File: src/rtl/wb_rr_arb_4m_1s.sv
// Four-master to one-slave Wishbone round-robin arbiter with registered one-hot grant.
// Define WB_ARB_WDOG_EN to build in the stalled-strobe watchdog (ABORT state, counter, timeout pulse).
module wb_rr_arb_4m_1s #(
    parameter int unsigned TIMEOUT_CYCLES = 64
) (
    input  logic        CLK,
    input  logic        RST_ASYNC_N,
    input  logic        EN,
    input  logic [31:0] WB_SL0_ADR_IN,
    input  logic        WB_SL0_CYC_IN,
    input  logic        WB_SL0_STB_IN,
    input  logic        WB_SL0_WE_IN,
    input  logic [3:0]  WB_SL0_SEL_IN,
    input  logic [2:0]  WB_SL0_CTI_IN,
    input  logic [1:0]  WB_SL0_BTE_IN,
    input  logic [31:0] WB_SL0_WR_DAT_IN,
    output logic        WB_SL0_STALL_OUT,
    output logic        WB_SL0_ACK_OUT,
    output logic        WB_SL0_ERR_OUT,
    output logic [31:0] WB_SL0_RD_DAT_OUT,
    input  logic [31:0] WB_SL1_ADR_IN,
    input  logic        WB_SL1_CYC_IN,
    input  logic        WB_SL1_STB_IN,
    input  logic        WB_SL1_WE_IN,
    input  logic [3:0]  WB_SL1_SEL_IN,
    input  logic [2:0]  WB_SL1_CTI_IN,
    input  logic [1:0]  WB_SL1_BTE_IN,
    input  logic [31:0] WB_SL1_WR_DAT_IN,
    output logic        WB_SL1_STALL_OUT,
    output logic        WB_SL1_ACK_OUT,
    output logic        WB_SL1_ERR_OUT,
    output logic [31:0] WB_SL1_RD_DAT_OUT,
    input  logic [31:0] WB_SL2_ADR_IN,
    input  logic        WB_SL2_CYC_IN,
    input  logic        WB_SL2_STB_IN,
    input  logic        WB_SL2_WE_IN,
    input  logic [3:0]  WB_SL2_SEL_IN,
    input  logic [2:0]  WB_SL2_CTI_IN,
    input  logic [1:0]  WB_SL2_BTE_IN,
    input  logic [31:0] WB_SL2_WR_DAT_IN,
    output logic        WB_SL2_STALL_OUT,
    output logic        WB_SL2_ACK_OUT,
    output logic        WB_SL2_ERR_OUT,
    output logic [31:0] WB_SL2_RD_DAT_OUT,
    input  logic [31:0] WB_SL3_ADR_IN,
    input  logic        WB_SL3_CYC_IN,
    input  logic        WB_SL3_STB_IN,
    input  logic        WB_SL3_WE_IN,
    input  logic [3:0]  WB_SL3_SEL_IN,
    input  logic [2:0]  WB_SL3_CTI_IN,
    input  logic [1:0]  WB_SL3_BTE_IN,
    input  logic [31:0] WB_SL3_WR_DAT_IN,
    output logic        WB_SL3_STALL_OUT,
    output logic        WB_SL3_ACK_OUT,
    output logic        WB_SL3_ERR_OUT,
    output logic [31:0] WB_SL3_RD_DAT_OUT,
    output logic [31:0] WB_M0_ADR_OUT,
    output logic        WB_M0_CYC_OUT,
    output logic        WB_M0_STB_OUT,
    output logic        WB_M0_WE_OUT,
    output logic [3:0]  WB_M0_SEL_OUT,
    output logic [2:0]  WB_M0_CTI_OUT,
    output logic [1:0]  WB_M0_BTE_OUT,
    output logic [31:0] WB_M0_WR_DAT_OUT,
    input  logic        WB_M0_STALL_IN,
    input  logic        WB_M0_ACK_IN,
    input  logic        WB_M0_ERR_IN,
    input  logic [31:0] WB_M0_RD_DAT_IN,
    output logic [3:0]  ARB_GNT_OUT,
    output logic        ARB_TIMEOUT_OUT
);

    localparam logic [1:0] ST_IDLE  = 2'd0;
    localparam logic [1:0] ST_OWN   = 2'd1;
`ifdef WB_ARB_WDOG_EN
    localparam logic [1:0] ST_ABORT = 2'd2;
    localparam logic [7:0] TMO_LAST = 8'(TIMEOUT_CYCLES - 1);
`endif

    logic [3:0]       cyc, stb, we;
    logic [3:0][31:0] adr, wdat;
    logic [3:0][3:0]  sel;
    logic [3:0][2:0]  cti;
    logic [3:0][1:0]  bte;
    logic [3:0]       s_stall, s_ack, s_err;
    logic [3:0][31:0] s_rdat;

    logic [1:0] state_q, state_d;
    logic [3:0] gnt_q, gnt_d;
    logic [1:0] last_q, last_d;
    logic [1:0] win;
    logic       grant_new;

    logic        m_cyc, m_stb, m_we;
    logic [31:0] m_adr, m_wdat;
    logic [3:0]  m_sel;
    logic [2:0]  m_cti;
    logic [1:0]  m_bte;

    assign cyc  = {WB_SL3_CYC_IN, WB_SL2_CYC_IN, WB_SL1_CYC_IN, WB_SL0_CYC_IN};
    assign stb  = {WB_SL3_STB_IN, WB_SL2_STB_IN, WB_SL1_STB_IN, WB_SL0_STB_IN};
    assign we   = {WB_SL3_WE_IN, WB_SL2_WE_IN, WB_SL1_WE_IN, WB_SL0_WE_IN};
    assign adr  = {WB_SL3_ADR_IN, WB_SL2_ADR_IN, WB_SL1_ADR_IN, WB_SL0_ADR_IN};
    assign wdat = {WB_SL3_WR_DAT_IN, WB_SL2_WR_DAT_IN, WB_SL1_WR_DAT_IN, WB_SL0_WR_DAT_IN};
    assign sel  = {WB_SL3_SEL_IN, WB_SL2_SEL_IN, WB_SL1_SEL_IN, WB_SL0_SEL_IN};
    assign cti  = {WB_SL3_CTI_IN, WB_SL2_CTI_IN, WB_SL1_CTI_IN, WB_SL0_CTI_IN};
    assign bte  = {WB_SL3_BTE_IN, WB_SL2_BTE_IN, WB_SL1_BTE_IN, WB_SL0_BTE_IN};

    // Later iterations override earlier ones, so index last+1 has top priority.
    function automatic logic [1:0] rr_pick(input logic [3:0] req, input logic [1:0] last);
        logic [1:0] idx;
        rr_pick = last;
        for (int unsigned k = 4; k >= 1; k--) begin
            idx = last + 2'(k);
            if (req[idx]) rr_pick = idx;
        end
    endfunction

    assign win = rr_pick(cyc, last_q);

`ifdef WB_ARB_WDOG_EN
    logic [7:0] cnt_q, cnt_d;
    logic       tmo_q, fire;
    assign fire = (state_q == ST_OWN) && cyc[last_q] && m_stb &&
                  !WB_M0_ACK_IN && !WB_M0_ERR_IN && (cnt_q == TMO_LAST);
`endif

    // last_q doubles as the owner index whenever a grant is held.
    always_comb begin
        state_d   = state_q;
        gnt_d     = gnt_q;
        last_d    = last_q;
        grant_new = 1'b0;
        case (state_q)
            ST_IDLE: if (|cyc) grant_new = 1'b1;
            ST_OWN: begin
                if (!cyc[last_q]) begin
                    if (|cyc) grant_new = 1'b1;
                    else begin
                        state_d = ST_IDLE;
                        gnt_d   = '0;
                    end
                end
`ifdef WB_ARB_WDOG_EN
                else if (fire) state_d = ST_ABORT;
`endif
            end
`ifdef WB_ARB_WDOG_EN
            ST_ABORT: begin
                if (!cyc[last_q]) begin
                    if (|cyc) grant_new = 1'b1;
                    else begin
                        state_d = ST_IDLE;
                        gnt_d   = '0;
                    end
                end
            end
`endif
            default: begin
                state_d = ST_IDLE;
                gnt_d   = '0;
            end
        endcase
        if (grant_new) begin
            state_d = ST_OWN;
            gnt_d   = 4'b0001 << win;
            last_d  = win;
        end
    end

    always_ff @(posedge CLK or negedge RST_ASYNC_N) begin
        if (!RST_ASYNC_N) begin
            state_q <= ST_IDLE;
            gnt_q   <= '0;
            last_q  <= 2'd3;
        end else if (EN) begin
            state_q <= state_d;
            gnt_q   <= gnt_d;
            last_q  <= last_d;
        end
    end

    always_comb begin
        m_cyc  = 1'b0;
        m_stb  = 1'b0;
        m_we   = 1'b0;
        m_adr  = '0;
        m_wdat = '0;
        m_sel  = '0;
        m_cti  = '0;
        m_bte  = '0;
        if (state_q == ST_OWN) begin
            m_cyc  = cyc[last_q];
            m_stb  = stb[last_q];
            m_we   = we[last_q];
            m_adr  = adr[last_q];
            m_wdat = wdat[last_q];
            m_sel  = sel[last_q];
            m_cti  = cti[last_q];
            m_bte  = bte[last_q];
        end
    end

    always_comb begin
        s_stall = cyc;
        s_ack   = '0;
        s_err   = '0;
        s_rdat  = '0;
        if (state_q == ST_OWN) begin
            s_stall[last_q] = WB_M0_STALL_IN;
            s_ack[last_q]   = WB_M0_ACK_IN;
            s_err[last_q]   = WB_M0_ERR_IN;
            s_rdat[last_q]  = WB_M0_RD_DAT_IN;
        end
`ifdef WB_ARB_WDOG_EN
        else if (state_q == ST_ABORT) begin
            s_stall[last_q] = 1'b1;
            s_err[last_q]   = tmo_q;
        end
`endif
    end

`ifdef WB_ARB_WDOG_EN
    always_comb begin
        cnt_d = cnt_q;
        if (grant_new || WB_M0_ACK_IN || WB_M0_ERR_IN) cnt_d = '0;
        else if (m_stb && (cnt_q != 8'hFF)) cnt_d = cnt_q + 8'd1;
    end

    // The pulse is not gated by EN so that it never stretches past one cycle.
    always_ff @(posedge CLK or negedge RST_ASYNC_N) begin
        if (!RST_ASYNC_N) begin
            cnt_q <= '0;
            tmo_q <= 1'b0;
        end else begin
            tmo_q <= EN && fire;
            if (EN) cnt_q <= cnt_d;
        end
    end

    assign ARB_TIMEOUT_OUT = tmo_q;
`else
    assign ARB_TIMEOUT_OUT = 1'b0;
`endif

    assign ARB_GNT_OUT       = gnt_q;
    assign WB_M0_CYC_OUT     = m_cyc;
    assign WB_M0_STB_OUT     = m_stb;
    assign WB_M0_WE_OUT      = m_we;
    assign WB_M0_ADR_OUT     = m_adr;
    assign WB_M0_WR_DAT_OUT  = m_wdat;
    assign WB_M0_SEL_OUT     = m_sel;
    assign WB_M0_CTI_OUT     = m_cti;
    assign WB_M0_BTE_OUT     = m_bte;

    assign WB_SL0_STALL_OUT  = s_stall[0];
    assign WB_SL0_ACK_OUT    = s_ack[0];
    assign WB_SL0_ERR_OUT    = s_err[0];
    assign WB_SL0_RD_DAT_OUT = s_rdat[0];
    assign WB_SL1_STALL_OUT  = s_stall[1];
    assign WB_SL1_ACK_OUT    = s_ack[1];
    assign WB_SL1_ERR_OUT    = s_err[1];
    assign WB_SL1_RD_DAT_OUT = s_rdat[1];
    assign WB_SL2_STALL_OUT  = s_stall[2];
    assign WB_SL2_ACK_OUT    = s_ack[2];
    assign WB_SL2_ERR_OUT    = s_err[2];
    assign WB_SL2_RD_DAT_OUT = s_rdat[2];
    assign WB_SL3_STALL_OUT  = s_stall[3];
    assign WB_SL3_ACK_OUT    = s_ack[3];
    assign WB_SL3_ERR_OUT    = s_err[3];
    assign WB_SL3_RD_DAT_OUT = s_rdat[3];

endmodule

File: config.mk
export PLATFORM = sky130hd
export DESIGN_NAME = wb_rr_arb_4m_1s
export DESIGN_NICKNAME = d
export VERILOG_FILES = /design/src/rtl/wb_rr_arb_4m_1s.sv
export SDC_FILE = /design/constraint.sdc
export NUM_CORES = 1
export LEC_CHECK = 0
export BUFFER_PORTS_ARGS = -buffer_cell sky130_fd_sc_hd__buf_4
export CORE_AREA = 2 2 220 222
export DETAILED_ROUTE_END_ITERATION = 8
export DIE_AREA = 0 0 222 224
export SETUP_SLACK_MARGIN = 0.05
export SYNTH_ARGS = -nofsm -noshare
export SYNTH_HDL_FRONTEND = slang
export SYNTH_SLANG_ARGS = --single-unit
File: constraint.sdc
create_clock -name CLK -period 3.93 [get_ports CLK]
set_input_delay 0.786 -clock CLK [delete_from_list [all_inputs] [get_ports CLK]]
set_output_delay 0.786 -clock CLK [all_outputs]
set_load 0.1 [all_outputs]
After elaboration in Yosys (flattened, before gate mapping)
Index checks and enable logic that the tools add are counted.
{"block": "op_classes", "bitwise_logic": 3, "reduce_logical": 5, "order_cmp": 5, "eq_ne": 4, "add_sub_neg": 3, "shifts": 1, "muxes": 53}
{"op": "32-bit 2-to-1 mux", "count": 5}
{"op": "128-bit AND", "count": 1}
{"op": "32-bit binary-select mux with 2-bit select", "count": 2}
{"op": "128-bit 2-to-1 mux", "count": 1}
{"op": "32-bit demux with 2-bit select", "count": 1}
{"op": "4-bit 2-to-1 mux", "count": 8}
{"op": "2-bit 2-to-1 mux", "count": 8}
{"op": "1-bit binary-select mux with 2-bit select", "count": 6}
{"op": "2-bit by 3-bit < comparator with 1-bit output (second input constant)", "count": 4}
{"op": "1-bit 2-to-1 mux", "count": 12}
{"op": "4-bit AND", "count": 2}
{"op": "4-bit binary-select mux with 2-bit select", "count": 1}
{"op": "4-bit case mux with 2 select lines", "count": 1}
{"op": "3-bit binary-select mux with 2-bit select", "count": 1}
{"op": "3-bit 2-to-1 mux", "count": 2}
{"op": "3-bit inequality test (second input constant)", "count": 2}
{"op": "2-bit adder (second input constant)", "count": 2}
{"op": "2-bit binary-select mux with 2-bit select", "count": 1}
{"op": "4-bit bitwise mux", "count": 1}
{"op": "2-bit case mux with 2 select lines", "count": 1}
{"op": "4-bit AND reduction", "count": 1}
{"op": "4-bit OR reduction", "count": 1}
{"op": "1-bit by 2-bit left shift with 4-bit output (first input constant)", "count": 1}
{"op": "2-bit by 1-bit adder with 2-bit output (second input constant)", "count": 1}
{"op": "8 further kinds", "count": 8}
{"block": "totals", "out_inout_bits": 221, "regBits": 8, "wordCells": 77}

Longest topological paths before layout
{"block": "depth", "ltp_word": 8, "depth_mapped": 9, "depth_no_buf": 6}

Least setup slack after synthesis
Ideal clock, no wire load.
{"block": "synth_path", "path_type": "register to output", "from": "register last_q[0]", "to": "output WB_SL0_ACK_OUT", "path_stages_with_launch": 8, "arrival_time_ns": 2.214, "path_slack_ns": 0.930, "n_path_buf": 4, "t_required_ns": 3.144, "path_cell_list": "dfstp_2 > buf_6 > buf_4 > buf_2 > inv_1 > ha_1 > clkbuf_1 > and3_1"}
{"block": "synth_via", "elab_chain_len": 6, "word_cells_on_any_way": 7}
{"element": "from (decl)", "line": "90", "text": "logic [1:0] last_q, last_d;"}
{"element": "from (signal assigned)", "line": "179", "text": "last_q <= last_d;"}
{"element": "2-bit by 3-bit < comparator with 1-bit output (implied by the code) or 2-bit by 1-bit greater-or-equal comparator with 1-bit output (tied branches)", "line": "211", "text": "s_ack[last_q] = WB_M0_ACK_IN;"}
{"element": "1-bit logical AND (implied by the code)", "line": "211"}
{"element": "1-bit 2-to-1 mux (implied by the code)", "line": "211"}
{"element": "1-bit demux with 2-bit select *", "line": "211"}
{"element": "4-bit AND (no source line) *"}
{"element": "4-bit 2-to-1 mux *", "line": "209", "text": "if (state_q == ST_OWN) begin"}
{"element": "to (decl)", "line": "18", "text": "output logic WB_SL0_ACK_OUT,"}
Mark *: on every way between the ends. The rest lies on a longest branch, timed or not.

Worst setup path in the final report
{"block": "layout_path", "from": "register last_q[0]", "to": "output WB_M0_ADR_OUT[16]"}
{"block": "layout_via", "elab_chain_len": 3}
{"element": "32-bit binary-select mux with 2-bit select", "line": "196", "text": "m_adr = adr[last_q];"}
{"element": "32-bit 2-to-1 mux (implied by the code)", "line": "196"}
{"element": "32-bit 2-to-1 mux", "line": "192", "text": "if (state_q == ST_OWN) begin"}
{"element": "to (decl)", "line": "57", "text": "output logic [31:0] WB_M0_ADR_OUT,"}
Every way passes these cells. The select of a mux whose other input is x is not followed.

==> run metrics <==
highest net fanout along the worst path=29; Setup crit end kind=output port; die height=224 um; Setup TNS Final=0 ns; Slew Viols, Final=0; IO Pins=~560; final setup fails=0; post-synth net total=753; Hold Vio Cnt, Final=0; routed via count=5907; WS Path Type=flip-flop to output port; Overall Global Routing Usage=about an eighth; clk sink count=7; post-CTS resize count=0; crit start category=flip-flop; die span in x=roughly 220 um; Max Cap Viol=0; # fillers=between 5000 and 6000; Layout area overhead=129%; initial antenna violation count=15; Syn. warnings=0; Post-synth top flop=dfrtp_1; FMAX=about 300 MHz; r2r setup slk=~1.4 ns; Nets=1276; Seq/Total Area, Yosys=under 10%; DRT Pass-1 Iters=4; Yosys reg bits=7; Port Buf Inserts=561; first-pass GRT wire length=~44 mm; post-CTS setup repair buffer count=0; WP data arrival=2.51 ns; core area=around 47000 um2; synth unique cells=36; number of synthesized flops with an enable pin=0; TritonCTS clock tree=yes; Setup Skew=0.00371 ns; Clock Latency Late Sink=between 0.2 and 0.25 ns; CTS max path bufs=2; clock slew at reported path FFs=~0.04 ns; hold buffers post-CTS=0; WL final=31.9 mm; Routed WL per cell=between 20 and 25 um; ANT nets after route=0; Num CTS Buffers=3; Die Area=between 40000 and 50000 um2; crit path time final=3.30 ns; Synth top area share=~44%; Vias/cell=approximately 3.8; post-synthesis instance area=3860 um2; dpl cells=approximately 1500; DRT iter0 DRCs=334; Yosys top cell by area=mux4_2; clk root buf=clkbuf_16; RSZ-0062 raised after global routing=no; run status=completed; GP Congestion=a little under 1; Worst slew margin=between 50% and 60%; Synth area leaders=mux4_2 (44%), and3_1 (22%), and2_1 (12%); share of cells above drive strength 1=roughly 72%; asr flop ratio synth=between 90% and 100%; Worst Max-Slew Pin Slew=between 0.6 and 0.7 ns; Post-DP HPWL=~28 mm; GRT overflow=0; Residual DRC=0; cells after synthesis=407; Req. time, crit path=between 3 and 4 ns; largest net degree at the start of global routing=~90; Initial Util=between 8 and 9%; FP Rows=80; post-route insts no fill=about 1500; worst hold path type=input pin to asynchronous set/reset pin; Final Cycle Share=~84%; Synth Area per Inst=9.49 um2; vias in the first global route=~6100; H-tree levels=1
worst paths after layout:
path,startpoint,cells after the start,to
max,last_q[0]$_DFFE_PN1P_,4,WB_M0_ADR_OUT[16]
min,RST_ASYNC_N,1,state_q[0]$_DFFE_PN0P_
max reg2reg,last_q[0]$_DFFE_PN1P_,5,ARB_GNT_OUT[0]$_DFFE_PN0P_
min reg2reg,ARB_GNT_OUT[1]$_DFFE_PN0P_,2,ARB_GNT_OUT[1]$_DFFE_PN0P_
max in group asynchronous,RST_ASYNC_N,1,last_q[1]$_DFFE_PN1P_
min in group CLK,ARB_GNT_OUT[1]$_DFFE_PN0P_,2,ARB_GNT_OUT[1]$_DFFE_PN0P_
registers in the layout (all words and copies together), names as in the netlist:
register / count
state_q: 1
ARB_GNT_OUT: 4
last_q: 2
cell usage after synthesis, types with 2 or more instances:
master,count
inv_1,4
o21ai_0,5
ha_1,4
buf_2,13
dfrtp_1,5
and3_1,136
mux2i_1,4
nor2_1,3
dfstp_2,2
clkbuf_1,39
o21a_1,2
mux2_2,5
nand2_1,10
buf_4,4
mux4_2,76
and2_1,75
cells in the final DEF, fill, tap and decap left out, types with 2 or more instances in the layout:
cell type    n
diode_2      2
and3_1     136
clkbuf_16    3
o21ai_0      5
and2_1      75
inv_1        4
nor2_1       3
mux2i_1      4
nand2_1     10
o21a_1       2
ha_1         4
buf_12       5
mux2_2       5
dfrtp_1      4
buf_4      570
dfstp_4      2
mux4_2      76
metrics by stage:
stage                     util (%)  hold slack (ns)  setup WS [ns]  instance area [um2]
final                         18.7            0.361          0.633                 8850
after detailed placement      18.5            0.472          0.817                 8770
after global placement        18.5            0.477          0.822                 8770
after CTS                     18.7            0.358          0.565                 8850
after global routing          18.7            0.361          0.453                 8850
after floorplan                  -            0.490          0.930                 3860
logic make-up (layout without fill, tap and decap cells):
group	after synthesis	count (layout)	synth area share (%)
compound gates	18	18	3.47
xor+xnor	1	1	0.227
fa+ha+maj	4	4	1.30
buf+inv	61	583	6.93
flops	7	7	4.60
mux	85	85	46.8
other cells	1	3	0.0971
simple gates	230	230	36.6
critical path: stages, from the launching register on:
cell and delay, ns:
dfstp_4 0.92, buf_12 0.31, mux4_2 0.54, and2_1 0.20, buf_4 0.24
area by class of cell:
class	count	area [um2]	area share, %
Tap cell	615	769	8.69
Inverter	4	15.0	0.170
Timing Repair Buffer	575	4380	49.5
Multi-Input combinational cell	339	3420	38.6
Sequential cell	7	189	2.13
Antenna cell	2	5.00	0.0565
Clock buffer	4	78.8	0.890
metal layers:
metal / wire length (um) / vias to the layer above / track usage, %
met5: 46 / - / 0
met4: 582 / 8 / 1.79
met3: 2760 / 44 / 3.04
met2: 16700 / 423 / 23.2
met1: 11800 / 2812 / 13.4
li1: - / 2620 / -
Power is left out: the tool's default activity adds up to more than one toggle a clock period on the data nets, which glitch-free logic cannot reach.
